<file path="config.mk">
export PLATFORM = sky130hd
export DESIGN_NAME = seq_pattern_gen
export DESIGN_NICKNAME = d
export VERILOG_FILES = /design/src/rtl/seq_pkg.sv /design/src/rtl/seq_gen_shifter.sv /design/src/rtl/seq_pattern_gen.sv
export SDC_FILE = /design/constraint.sdc
export NUM_CORES = 1
export LEC_CHECK = 0
export CORE_ASPECT_RATIO = 2
export CORE_UTILIZATION = 25
export DETAILED_ROUTE_END_ITERATION = 8
export PLACE_DENSITY = 0.4
export SKIP_LAST_GASP = 1
export SLEW_MARGIN = 15
export SYNTH_ARGS = -nofsm -noshare
export SYNTH_HDL_FRONTEND = slang
export SYNTH_HIERARCHICAL = 1
export SYNTH_SLANG_ARGS = --single-unit
</file>
<file path="constraint.sdc">
create_clock -name clk -period 3.8 [get_ports clk]
set_clock_uncertainty 0.1 [all_clocks]
set_input_delay 0.57 -clock clk [delete_from_list [all_inputs] [get_ports clk]]
set_output_delay 0.57 -clock clk [all_outputs]
set_load 0.05 [all_outputs]
</file>
<file path="src/rtl/seq_pkg.sv">
// seq_pkg: shared state encoding, reference pattern and default widths for the
// serial pattern generator and the Mealy sequence detectors it drives.
package seq_pkg;

    typedef enum logic [1:0] {
        IDLE = 2'd0,
        SEND = 2'd1,
        GAP  = 2'd2,
        DONE = 2'd3
    } seq_state_e;

    localparam logic [3:0] PAT_1010  = 4'b1010;
    localparam int         PAT_W_DEF = 4;
    localparam int         CNT_W_DEF = 8;
    localparam int         GAP_W_DEF = 4;

endpackage

</file>
<file path="src/rtl/seq_gen_shifter.sv">
// seq_gen_shifter: parallel-load, shift-left pattern register with a bit index;
// exposes the bit currently on the line (MSB) and whether it is the last one.
module seq_gen_shifter #(
    parameter int PAT_W = 4
) (
    input  logic             clk,
    input  logic             rst,
    input  logic             load,
    input  logic             shift,
    input  logic [PAT_W-1:0] din,
    output logic             msb,
    output logic             idx_zero
);
    localparam int IW = $clog2(PAT_W);

    logic [PAT_W-1:0] sr_q, sr_d;
    logic [IW-1:0]    idx_q, idx_d;

    always_comb begin
        sr_d  = load ? din : shift ? {sr_q[PAT_W-2:0], 1'b0} : sr_q;
        idx_d = load ? IW'(PAT_W - 1) : shift ? idx_q - IW'(1) : idx_q;
    end

    always_ff @(posedge clk or negedge rst) begin
        if (!rst) begin
            sr_q  <= '0;
            idx_q <= '0;
        end else begin
            sr_q  <= sr_d;
            idx_q <= idx_d;
        end
    end

    assign msb      = sr_q[PAT_W-1];
    assign idx_zero = (idx_q == '0);

endmodule

</file>
<file path="src/rtl/seq_pattern_gen.sv">
// seq_pattern_gen: serial pattern transmitter with repeat count, filler gaps and
// stall; last_bit marks the cycle a Mealy detector for the pattern must fire.
module seq_pattern_gen
    import seq_pkg::*;
#(
    parameter int PAT_W = PAT_W_DEF,
    parameter int CNT_W = CNT_W_DEF,
    parameter int GAP_W = GAP_W_DEF
) (
    input  logic             clk,
    input  logic             rst,
    input  logic             start,
    input  logic [PAT_W-1:0] pattern,
    input  logic [CNT_W-1:0] repeat_cnt,
    input  logic [GAP_W-1:0] gap_len,
    input  logic             gap_bit,
    input  logic             stall,
    output logic             out,
    output logic             out_valid,
    output logic             last_bit,
    output logic             busy,
    output logic             done
);
    seq_state_e       state_q, state_d;
    logic [PAT_W-1:0] pattern_q, pattern_d;
    logic [CNT_W-1:0] rem_q, rem_d;
    logic [GAP_W-1:0] gap_len_q, gap_len_d;
    logic [GAP_W-1:0] gap_cnt_q, gap_cnt_d;
    logic             gap_bit_q, gap_bit_d;
    logic             valid_q, valid_d;
    logic             sh_load, sh_shift, sh_msb, sh_zero;
    logic [PAT_W-1:0] sh_din;

    seq_gen_shifter #(.PAT_W(PAT_W)) u_shifter (
        .clk      (clk),
        .rst      (rst),
        .load     (sh_load),
        .shift    (sh_shift),
        .din      (sh_din),
        .msb      (sh_msb),
        .idx_zero (sh_zero)
    );

    // valid_d marks that the element becoming current is a fresh transmission;
    // a stalled cycle re-presents the same element with valid low.
    always_comb begin
        state_d   = state_q;
        pattern_d = pattern_q;
        rem_d     = rem_q;
        gap_len_d = gap_len_q;
        gap_cnt_d = gap_cnt_q;
        gap_bit_d = gap_bit_q;
        valid_d   = 1'b0;
        sh_load   = 1'b0;
        sh_shift  = 1'b0;
        sh_din    = pattern_q;
        case (state_q)
            IDLE: if (start) begin
                pattern_d = pattern;
                rem_d     = repeat_cnt;
                gap_len_d = gap_len;
                gap_bit_d = gap_bit;
                sh_load   = 1'b1;
                sh_din    = pattern;
                state_d   = (repeat_cnt != '0) ? SEND : DONE;
                valid_d   = (repeat_cnt != '0);
            end
            SEND: if (!stall) begin
                if (!sh_zero) begin
                    sh_shift = 1'b1;
                    valid_d  = 1'b1;
                end else begin
                    rem_d = (rem_q != '0) ? rem_q - CNT_W'(1) : rem_q;
                    if (rem_d == '0) begin
                        state_d = DONE;
                    end else if (gap_len_q != '0) begin
                        state_d   = GAP;
                        gap_cnt_d = gap_len_q - GAP_W'(1);
                        valid_d   = 1'b1;
                    end else begin
                        sh_load = 1'b1;
                        valid_d = 1'b1;
                    end
                end
            end
            GAP: if (!stall) begin
                valid_d = 1'b1;
                if (gap_cnt_q == '0) begin
                    state_d = SEND;
                    sh_load = 1'b1;
                end else begin
                    gap_cnt_d = gap_cnt_q - GAP_W'(1);
                end
            end
            DONE: state_d = IDLE;
            default: state_d = IDLE;
        endcase
    end

    always_ff @(posedge clk or negedge rst) begin
        if (!rst) begin
            state_q   <= IDLE;
            pattern_q <= '0;
            rem_q     <= '0;
            gap_len_q <= '0;
            gap_cnt_q <= '0;
            gap_bit_q <= 1'b0;
            valid_q   <= 1'b0;
        end else begin
            state_q   <= state_d;
            pattern_q <= pattern_d;
            rem_q     <= rem_d;
            gap_len_q <= gap_len_d;
            gap_cnt_q <= gap_cnt_d;
            gap_bit_q <= gap_bit_d;
            valid_q   <= valid_d;
        end
    end

    assign out       = (state_q == SEND) ? sh_msb : ((state_q == GAP) && gap_bit_q);
    assign out_valid = valid_q;
    assign last_bit  = valid_q && (state_q == SEND) && sh_zero;
    assign busy      = (state_q != IDLE);
    assign done      = (state_q == DONE);

endmodule

</file>
==> summary.txt <==
Setup path
  – Cell Chain, Critical Path: inv_1, ha_1, nor3b_1, o21ai_0, a32oi_1, nor3_4, o31ai_2, nand2b_1, o21ai_0
  – Reg2reg setup slack: 0.68 ns
  – CP Data Required Time: 3.82 ns
  – Crit end category: flop
  – Reg2reg start: rem_q[0]
  – CP startpoint: rem_q[0]
  – Most frequent CP cell: o21ai_0
  – Worst Setup Start Kind: flop
  – WP buf/inv: 1
  – CP max stage cell: o31ai_2
  – CP delay by family, top: compound AO/OA/AOI/OAI gates
  – Crit. path cell count: 9
  – R2R Path End: u_shifter/sr_q[0]
  – Critical path's largest stage delay: 0.63 ns
  – FF-to-FF path depth: 9
  – Crit path DAT: about 3.1 ns
  – End of the critical path: u_shifter/sr_q[0]
  – CP Max Fanout: 10
  – Crit Path Class: reg -> reg

STA
  – Slew HR: 0.4067
  – Highest clock rate: about 0.32 GHz
  – Final Cycle Share: 0.8212
  – Measured slew at the worst slew-check pin: ~0.88 ns
  – Min Tclk post-route: ~3.1 ns
  – Hold Fails Final Rpt: 0
  – # setup viols final: 0
  – Setup TNS: 0 ns
  – Fin. max-slew vios: 0
  – RSZ-0062 raised after global routing: no

Clock tree
  – Post CTS Setup Buffer Count: 0
  – Num CTS Buffers: 5
  – CTS Sinks: 30
  – Clock transition at path regs: ~0.050 ns
  – CTS tree: done
  – Hold-fix buffers at CTS: 0
  – Clk buf depth: 2
  – Post_cts resized: 0
  – CTS root buf: clkbuf_16
  – H-tree levels: 2
  – Worst-skew pair later-pin latency: ~0.27 ns

Finish
  – ANT cells: 0
  – Ratio of cells with drive above 1 in the final layout: 0.1106
  – Final nets: 260
  – Post-layout util: 0.3188
  – Syn-to-layout area delta: 22.98%

Flow run
  – Total of max-cap violations: 0

Die
  – Starting density of the core: 0.2593
  – Core region area: approximately 7600 um2
  – Die height: ~130 um
  – FP Rows: 45
  – Chip Width: between 60 and 70 um
  – Num ports: 26
  – Die area: roughly 8300 um2

Hold path
  – Hold WC Path Type: reg -> reg
  – Min-delay src: pattern_q[0]

Yosys
  – Syn Inst Count: ~220
  – Post-synth EDFFs: 0
  – Post-Syn Nets: 240
  – Synth unique cells: 53
  – Top cells by area, synth: dfrtp_1 (38%), mux2_2 (5.7%), nor2_1 (4.4%), mux2i_1 (4.1%), o21ai_0 (3.6%)
  – Share of the synthesized area in the top cell type: 0.3810
  – Synth cell count leaders: dfrtp_1 (30), nor2_1 (23), nand2_1 (16), o21ai_0 (14), mux2_2 (10)
  – Largest area contributor in the synthesized netlist: dfrtp_1
  – Most numerous cell in the Yosys netlist: dfrtp_1
  – Asr flop ratio synth: 1.000
  – Syn_area_per_cell: roughly 9.1 um2
  – Number of synthesis warnings: 6
  – Post-synthesis sequential area ratio: 0.3810
  – Synth Cell Area: 1971 um2
  – Post-synth top flop: dfrtp_1
  – FF+latch count, synth: 30

Routing
  – Count of routing violations after the opening detailed-route iteration: 98
  – # DRC: 0
  – Routed WL per cell: between 15 and 20 um
  – Drt first pass iters: 4
  – Post-Route WL: approximately 5300 um
  – DR vias/cell: about 5.3
  – Detail Route Antenna Nets: 0
  – Via count: roughly 1800

Placement
  – PortBufs: 25
  – Final Wtd Congestion: between 0.8 and 0.9
  – HPWL Detailed: a little over 4000 um

GRT
  – GRT Total Usage: 0.1453
  – Initial antenna violation count: 0
  – First-pass GRT wire length: roughly 8900 um
  – Pin count of the biggest net entering global routing: 31
  – Total global routing overflow: 0
  – Vias in the first global route: around 1900

Run status
  – Outcome: finished, final reports clean

Pwr
  – Maximum vdd ir drop: 0.3843 mV
  – Leak: 0.0009567 uW
  – Pwr dens: between 800 and 900 nW/um2
==> final cells by class <==
| class | instances | area [um2] |
|---|---|---|
| Clock buffer | 6 | 138.9 |
| Fill cell | 838 | 5177 |
| Inverter | 9 | 33.78 |
| Multi-Input combinational cell | 163 | 1117 |
| Sequential cell | 30 | 750.7 |
| Tap cell | 94 | 117.6 |
| Timing Repair Buffer | 27 | 265.3 |
==> worst min-delay path by stage <==
stage | slack, ns | depth (start not counted) | to
6_report | 0.39 | 1 | pattern_q[0]
5_1_grt | 0.40 | 1 | pattern_q[2]
4_1_cts | 0.40 | 1 | pattern_q[1]
3_5_place_dp | 0.39 | 1 | pattern_q[1]
3_3_place_gp | 0.38 | 1 | pattern_q[0]
2_1_floorplan | 0.17 | 0 | gap_bit_q
==> cell usage in the layout, fill, tap and decap left out, types with 5 or more instances in the layout <==
cell type,count
o21ai_0,14
mux2_2,10
or4_1,5
nor3_1,5
a21oi_1,7
mux2i_1,8
inv_1,9
clkbuf_16,5
nand2b_1,6
dfrtp_1,30
nand2_1,16
nor2_1,23
clkdlybuf4s50_1,25
==> report_power, final <==
group | leakage (uW) | internal, uW | switching [uW] | total [uW]
Sequential | 0.000353 | 475 | 197 | 672
Clock | 0.0000688 | 252 | 128 | 379
Combinational | 0.000535 | 418 | 527 | 946
==> flip-flops by register name (all words and copies together), names as in the netlist <==
signal,count
rem_q,8
gap_cnt_q,4
state_q,2
pattern_q,4
u_shifter/sr_q,4
gap_bit_q,1
u_shifter/idx_q,2
out_valid,1
gap_len_q,4
==> worst reg2reg max path, delay by kind of cell, from the launching register on <==
kind,cells,cell delay (ns)
buf+inv,1,0.14
compound gates,4,1.19
simple gates,3,0.77
flops,1,0.45
fa+ha+maj,1,0.31
==> per-layer routing <==
| metal | global-route usage | share of wire | up-vias |
|---|---|---|---|
| met3 | 0.02589 | 0.029 | 24 |
| met2 | 0.2610 | 0.56 | 43 |
| met1 | 0.1393 | 0.35 | 857 |
| met4 | 0.1163 | 0.058 | 0 |
| li1 | - | - | 826 |
| met5 | 0 | 0 | - |
==> metrics by stage <==
stage / instances / setup slack, ns / instance area [um2] / power, uW / hold slack, ns
after global placement: 323 / 0.4227 / 2280 / 1641 / 0.3822
after CTS: 329 / 0.3513 / 2419 / 2031 / 0.3994
final: 329 / 0.6796 / 2424 / 1997 / 0.3950
after floorplan: 216 / 1.083 / 1971 / 1378 / 0.1744
after global routing: 329 / 0.3257 / 2424 / 2164 / 0.4048
after detailed placement: 323 / 0.3766 / 2280 / 1634 / 0.3882
==> logic make-up after synthesis <==
| kind of cell | Yosys count | synth area share |
|---|---|---|
| mux | 20 | 0.1130 |
| fa+ha+maj | 3 | 0.01905 |
| simple gates | 83 | 0.2305 |
| buf+inv | 23 | 0.05460 |
| flops | 30 | 0.3810 |
| xor+xnor | 2 | 0.008891 |
| compound gates | 55 | 0.1930 |
(Power assumes the default switching activity.)
